--- config.mk ---
export PLATFORM = sky130hd
export DESIGN_NAME = serial_frame_rx_flat
export DESIGN_NICKNAME = d
export VERILOG_FILES = /design/src/rtl/serial_frame_rx_if.sv /design/src/rtl/serial_frame_rx.sv /design/src/flat_wrapper.sv
export SDC_FILE = /design/constraint.sdc
export NUM_CORES = 1
export LEC_CHECK = 0
export BUFFER_PORTS_ARGS = -buffer_cell sky130_fd_sc_hd__buf_2
export CAP_MARGIN = 10
export CORE_UTILIZATION = 54
export CTS_CLUSTER_SIZE = 8
export DETAILED_ROUTE_END_ITERATION = 8
export PLACE_DENSITY = 0.78
export REMOVE_ABC_BUFFERS = 1
export SYNTH_ARGS = -nofsm -noshare
export SYNTH_HDL_FRONTEND = slang
export SYNTH_SLANG_ARGS = --single-unit
--- constraint.sdc ---
create_clock -name Clk -period 1.6 [get_ports Clk]
set_input_delay 0.08 -clock Clk [delete_from_list [all_inputs] [get_ports Clk]]
set_output_delay 0.08 -clock Clk [all_outputs]
set_load 0.01 [all_outputs]
--- src/rtl/serial_frame_rx_if.sv ---
// Serial input strobe and parallel result bundle for serial_frame_rx.
// ParErr exists only when SERIAL_FRAME_RX_PARITY_CHECK_EN is defined.
interface serial_frame_rx_if #(
    parameter int DATA_W = 8
);
    logic              Di;
    logic              BitEn;
    logic [DATA_W-1:0] Dout;
    logic              Valid;
    logic              FrameErr;
    logic              Busy;
`ifdef SERIAL_FRAME_RX_PARITY_CHECK_EN
    logic              ParErr;
`endif

    modport master (
        output Di,
        output BitEn,
        input  Dout,
        input  Valid,
        input  FrameErr,
        input  Busy
`ifdef SERIAL_FRAME_RX_PARITY_CHECK_EN
        ,
        input  ParErr
`endif
    );

    modport slave (
        input  Di,
        input  BitEn,
        output Dout,
        output Valid,
        output FrameErr,
        output Busy
`ifdef SERIAL_FRAME_RX_PARITY_CHECK_EN
        ,
        output ParErr
`endif
    );
endinterface

--- src/rtl/serial_frame_rx.sv ---
// Bit-serial frame receiver: start(0), DATA_W data bits LSB first, optional even parity, stop(1).
// Define SERIAL_FRAME_RX_PARITY_CHECK_EN to add the parity bit, PARITY state and ParErr output.
module serial_frame_rx #(
    parameter int DATA_W = 8
) (
    input logic              Clk,
    input logic              Resetn,
    serial_frame_rx_if.slave bus
);
    localparam int CNT_W = $clog2(DATA_W) + 1;

    typedef enum logic [2:0] {
        ST_IDLE   = 3'd0,
        ST_DATA   = 3'd1,
        ST_STOP   = 3'd2,
        ST_BREAK  = 3'd3
`ifdef SERIAL_FRAME_RX_PARITY_CHECK_EN
        ,
        ST_PARITY = 3'd4
`endif
    } state_e;

    state_e            state_q, state_d;
    logic [CNT_W-1:0]  cnt_q, cnt_d;
    logic [DATA_W-1:0] shift_q, shift_d;
    logic [DATA_W-1:0] dout_q, dout_d;
    logic              valid_q, valid_d;
    logic              ferr_q, ferr_d;
    logic              busy_q, busy_d;
    logic              par_bad_s;

`ifdef SERIAL_FRAME_RX_PARITY_CHECK_EN
    logic              par_q, par_d;
    logic              perr_q, perr_d;

    function automatic logic even_parity_err(input logic [DATA_W-1:0] data, input logic par);
        return (^data) ^ par;
    endfunction

    assign par_bad_s = even_parity_err(shift_q, par_q);
`else
    assign par_bad_s = 1'b0;
`endif

    // Next-state, datapath and pulse decode; everything advances only on strobed edges.
    always_comb begin
        state_d = state_q;
        cnt_d   = cnt_q;
        shift_d = shift_q;
        dout_d  = dout_q;
        valid_d = 1'b0;
        ferr_d  = 1'b0;
`ifdef SERIAL_FRAME_RX_PARITY_CHECK_EN
        par_d   = par_q;
        perr_d  = 1'b0;
`endif
        if (bus.BitEn) begin
            case (state_q)
                ST_IDLE: begin
                    if (!bus.Di) begin
                        state_d = ST_DATA;
                        cnt_d   = '0;
                    end else begin
                        state_d = ST_IDLE;
                    end
                end
                ST_DATA: begin
                    shift_d             = shift_q >> 1;
                    shift_d[DATA_W-1]   = bus.Di;
                    cnt_d               = cnt_q + CNT_W'(1);
                    if (cnt_q == CNT_W'(DATA_W - 1)) begin
`ifdef SERIAL_FRAME_RX_PARITY_CHECK_EN
                        state_d = ST_PARITY;
`else
                        state_d = ST_STOP;
`endif
                    end else begin
                        state_d = ST_DATA;
                    end
                end
`ifdef SERIAL_FRAME_RX_PARITY_CHECK_EN
                ST_PARITY: begin
                    par_d   = bus.Di;
                    state_d = ST_STOP;
                end
`endif
                ST_STOP: begin
`ifdef SERIAL_FRAME_RX_PARITY_CHECK_EN
                    perr_d = par_bad_s;
`endif
                    if (bus.Di) begin
                        state_d = ST_IDLE;
                        if (!par_bad_s) begin
                            valid_d = 1'b1;
                            dout_d  = shift_q;
                        end else begin
                            valid_d = 1'b0;
                        end
                    end else begin
                        ferr_d  = 1'b1;
                        state_d = ST_BREAK;
                    end
                end
                // A held-low line must return high before a new start bit counts.
                ST_BREAK: begin
                    if (bus.Di) begin
                        state_d = ST_IDLE;
                    end else begin
                        state_d = ST_BREAK;
                    end
                end
                default: begin
                    state_d = ST_IDLE;
                end
            endcase
        end else begin
            state_d = state_q;
        end
        busy_d = (state_d != ST_IDLE);
    end

    // State and output registers with synchronous active-low reset.
    always_ff @(posedge Clk) begin
        if (!Resetn) begin
            state_q <= ST_IDLE;
            cnt_q   <= '0;
            shift_q <= '0;
            dout_q  <= '0;
            valid_q <= 1'b0;
            ferr_q  <= 1'b0;
            busy_q  <= 1'b0;
`ifdef SERIAL_FRAME_RX_PARITY_CHECK_EN
            par_q   <= 1'b0;
            perr_q  <= 1'b0;
`endif
        end else begin
            state_q <= state_d;
            cnt_q   <= cnt_d;
            shift_q <= shift_d;
            dout_q  <= dout_d;
            valid_q <= valid_d;
            ferr_q  <= ferr_d;
            busy_q  <= busy_d;
`ifdef SERIAL_FRAME_RX_PARITY_CHECK_EN
            par_q   <= par_d;
            perr_q  <= perr_d;
`endif
        end
    end

    assign bus.Dout     = dout_q;
    assign bus.Valid    = valid_q;
    assign bus.FrameErr = ferr_q;
    assign bus.Busy     = busy_q;
`ifdef SERIAL_FRAME_RX_PARITY_CHECK_EN
    assign bus.ParErr   = perr_q;
`endif
endmodule

--- src/flat_wrapper.sv ---
// flat-port wrapper written by rule: the top's interface ports become plain ports
module serial_frame_rx_flat 
#(
    parameter int DATA_W = 8
)
  (Clk, Resetn, bus_Di, bus_BitEn, bus_Dout, bus_Valid, bus_FrameErr, bus_Busy);
  serial_frame_rx_if #(.DATA_W(DATA_W)) bus_i ();
  input logic Clk;
  input logic Resetn;
  input wire logic [$bits(bus_i.Di)-1:0] bus_Di;
  input wire logic [$bits(bus_i.BitEn)-1:0] bus_BitEn;
  output wire logic [$bits(bus_i.Dout)-1:0] bus_Dout;
  output wire logic [$bits(bus_i.Valid)-1:0] bus_Valid;
  output wire logic [$bits(bus_i.FrameErr)-1:0] bus_FrameErr;
  output wire logic [$bits(bus_i.Busy)-1:0] bus_Busy;
  assign bus_i.Di = bus_Di;
  assign bus_i.BitEn = bus_BitEn;
  assign bus_Dout = bus_i.Dout;
  assign bus_Valid = bus_i.Valid;
  assign bus_FrameErr = bus_i.FrameErr;
  assign bus_Busy = bus_i.Busy;
  serial_frame_rx #(.DATA_W(DATA_W)) u_core (.Clk(Clk), .Resetn(Resetn), .bus(bus_i));
endmodule
==> flow_summary.json <==
{
  "start_kind": "flip-flop",
  "hp-class": "in -> reg",
  "period_needed_ps": 1490,
  "dp_hpwl_mm": 1.37,
  "r2r-end": "u_core.cnt_q[3]",
  "vias": 902,
  "synth_top_area_cell": "dfxtp_1",
  "avgViaCountPerCell": 5.57,
  "die_area_um2": 2120,
  "whs_path_depth": 3,
  "worstPathCellList": "or3b_4 -> or4_1 -> a31oi_1",
  "power_frac_comb": 0.063,
  "syn_area_um2": 1050,
  "grt_pass1_wl_mm": 3.19,
  "hold_path_end": "u_core.cnt_q[2]",
  "synth.distinct_cells": 24,
  "root_buffer": "clkbuf_4",
  "ys_seq_elements": 26,
  "die_h_um": 46.0,
  "post_cts_buffers": 0,
  "max-slew-margin-rel": 0.733,
  "portBuffers": 14,
  "status": "finished, final reports clean",
  "postCtsHoldBufs": 0,
  "cp_num_buf_inv": 0,
  "htree_num_levels": 1,
  "finalNetCount": 144,
  "seqPwrFrac": 0.673,
  "synth.area.top_cells": "dfxtp_1, a21oi_1, nand2_1",
  "numCtsBuffers": 3,
  "p_sw_mw": 0.219,
  "finalSetupViolations": 0,
  "synth_common_cells": "dfxtp_1, nand2_1, a21oi_1, o21ai_0, nand3_1",
  "cpLargestDelayFamily": "simple AND/OR/NAND/NOR gates",
  "yosysMostFrequentCell": "dfxtp_1",
  "synth-edff-count": 0,
  "clkSinkCount": 26,
  "clock_power_share": 0.265,
  "worstRegToRegCells": 3,
  "start_util": 0.593,
  "antenna_cells": 0,
  "worstSetupStartpoint": "u_core.state_q[1]",
  "synth_top_flop_cell": "dfxtp_1",
  "reg2reg_slack_ps": 110,
  "ctsResizeCount": 0,
  "required_ps": 1850,
  "die_x_um": 46.0,
  "rsz0062_at_grt": "no",
  "antenna_found_initial": 0,
  "postRouteAntennaNets": 0,
  "first_pass_iters": 4,
  "yosysSeqAreaShare": 0.498,
  "vdd_ir_drop_max_uv": 754,
  "hp-start": "Resetn",
  "wirelength_mm": 1.92,
  "p_per_area_nw_per_um2": 848,
  "dp.cells": 159,
  "synth_top_cell_area_share": 0.498,
  "r2r_start": "u_core.state_q[1]",
  "drc": 0,
  "grt.overflow.total": 0,
  "areaGrowthSynthToFinish_pct": 10.6,
  "tightest_slew_ps": 398,
  "drive_gt1_frac": 0.190,
  "syn_area_per_cell_um2": 8.30,
  "crit_type": "reg -> reg",
  "drv_cap": 0,
  "num_rows": 15,
  "yosys_warnings": 0,
  "postSynthCellCount": 126,
  "coreArea_um2": 1760,
  "wl_per_cell_um": 11.9,
  "cts_tree": "yes",
  "clk_transition_reported_paths_ps": 120,
  "post-route-util": 0.656,
  "slowest_delay_ps": 470,
  "final-hold-violation-count": 0,
  "worstSetupEndpointType": "flip-flop",
  "finalSetupTns_ps": 0,
  "cp.arrival_ps": 1740,
  "p_int_mw": 0.763,
  "place_congestion": 0.815,
  "p_leak_nw": 0.420,
  "grt_max_degree": 16,
  "swShare": 0.223,
  "final_cells": 162,
  "grt.total_usage": 0.213,
  "drtIter0Drc": 30,
  "skew_ps": 3.44,
  "fin_crit_sh": 0.934,
  "crit_path_top_delay_cell": "or4_1",
  "grt_pass1_vias": 750,
  "clkLatencyLatePin_ps": 310,
  "slew_violations": 0,
  "path_max_fanout": 7,
  "cts_buffer_depth": 2,
  "top_level_ports": 15,
  "postSynth.asyncResetShare": 0,
  "max_freq_ghz": 0.669
}
[worst min-delay path: cells and delay by family]
kind	cells	cell delay, ps
and+or+nand+nor	1	70
AOI/OAI and AO/OA	1	70
buffers and inverters	1	120
[per-stage QoR]
| stage | total power [mW] | instance area [um^2] | worst slack [ps] | hold WS [ps] |
|---|---|---|---|---|
| floorplan | 0.709 | 1020 | 178 | 159 |
| CTS | 0.990 | 1150 | 80.1 | 54.3 |
| finish | 0.982 | 1160 | 106 | 61.0 |
| global placement | 0.735 | 1130 | 146 | 390 |
| global route | 1.03 | 1160 | 5.19 | 64.0 |
| detailed placement | 0.736 | 1130 | 89.6 | 400 |
[state kept, by name, indices dropped and copies added (netlist names)]
| name | flops |
|---|---|
| u_core.cnt_q | 4 |
| u_core.bus.Dout | 8 |
| u_core.state_q | 3 |
| u_core.shift_q | 8 |
| u_core.bus.Busy | 1 |
| u_core.bus.Valid | 1 |
| u_core.bus.FrameErr | 1 |
[cell usage in the layout, fill, tap and decap left out, types with 2 or more instances in the layout]
master | netlist | routed
dfxtp_1 | 26 | 24
nand2_1 | 21 | 21
a21oi_1 | 20 | 20
buf_2 | 0 | 14
o21ai_0 | 12 | 12
nand3_1 | 10 | 10
nand2b_1 | 4 | 4
inv_1 | 3 | 3
a31oi_1 | 3 | 3
nor2_1 | 3 | 3
clkbuf_4 | 0 | 3
nand4bb_1 | 2 | 2
nor3_1 | 2 | 2
and4bb_2 | 2 | 2
buf_4 | 0 | 2
dfxtp_2 | 0 | 2
[worst max path at each step]
stage	to	slack (ps)	depth (start not counted)
final	u_core.cnt_q[3]	110	3
after global routing	u_core.cnt_q[3]	5	3
after CTS	u_core.cnt_q[3]	80	3
after detailed placement	u_core.cnt_q[3]	90	3
after global placement	u_core.cnt_q[3]	150	3
after floorplan	u_core.cnt_q[3]	180	3
[power by group through the flow]
stage | combinational (mW) | sequential (mW) | clock (mW)
5_1_grt | 0.0698 | 0.662 | 0.299
4_1_cts | 0.0613 | 0.661 | 0.268
3_5_place_dp | 0.0610 | 0.675 | 0
2_1_floorplan | 0.0345 | 0.674 | 0
3_3_place_gp | 0.0601 | 0.675 | 0
6_report | 0.0614 | 0.661 | 0.260
[layout make-up]
cell class                      count  area [um^2]
Clock buffer                        3         22.5
Fill cell                         156          607
Tap cell                           25         31.3
Sequential cell                    26          523
Inverter                            3         11.3
Multi-Input combinational cell     89          484
Timing Repair Buffer               16         85.1
[layer usage]
layer	track usage	up-vias	wire, um	part of all wire
met3	0.0714	2	72	0.037
met2	0.341	15	943	0.49
met1	0.273	424	896	0.47
li1	-	461	-	-
met4	0.0529	0	12	0.0062
met5	0	-	0	0
[logic make-up (layout without fill, tap and decap cells)]
family / after synthesis / after routing / synth area share
and+or+nand+nor: 51 / 51 / 0.267
AOI/OAI and AO/OA: 37 / 37 / 0.184
adders and majority gates: 1 / 1 / 0.0120
DFF: 26 / 26 / 0.498
buffers and inverters: 11 / 22 / 0.0395
No activity file was read; power rests on OpenSTA's default activity.
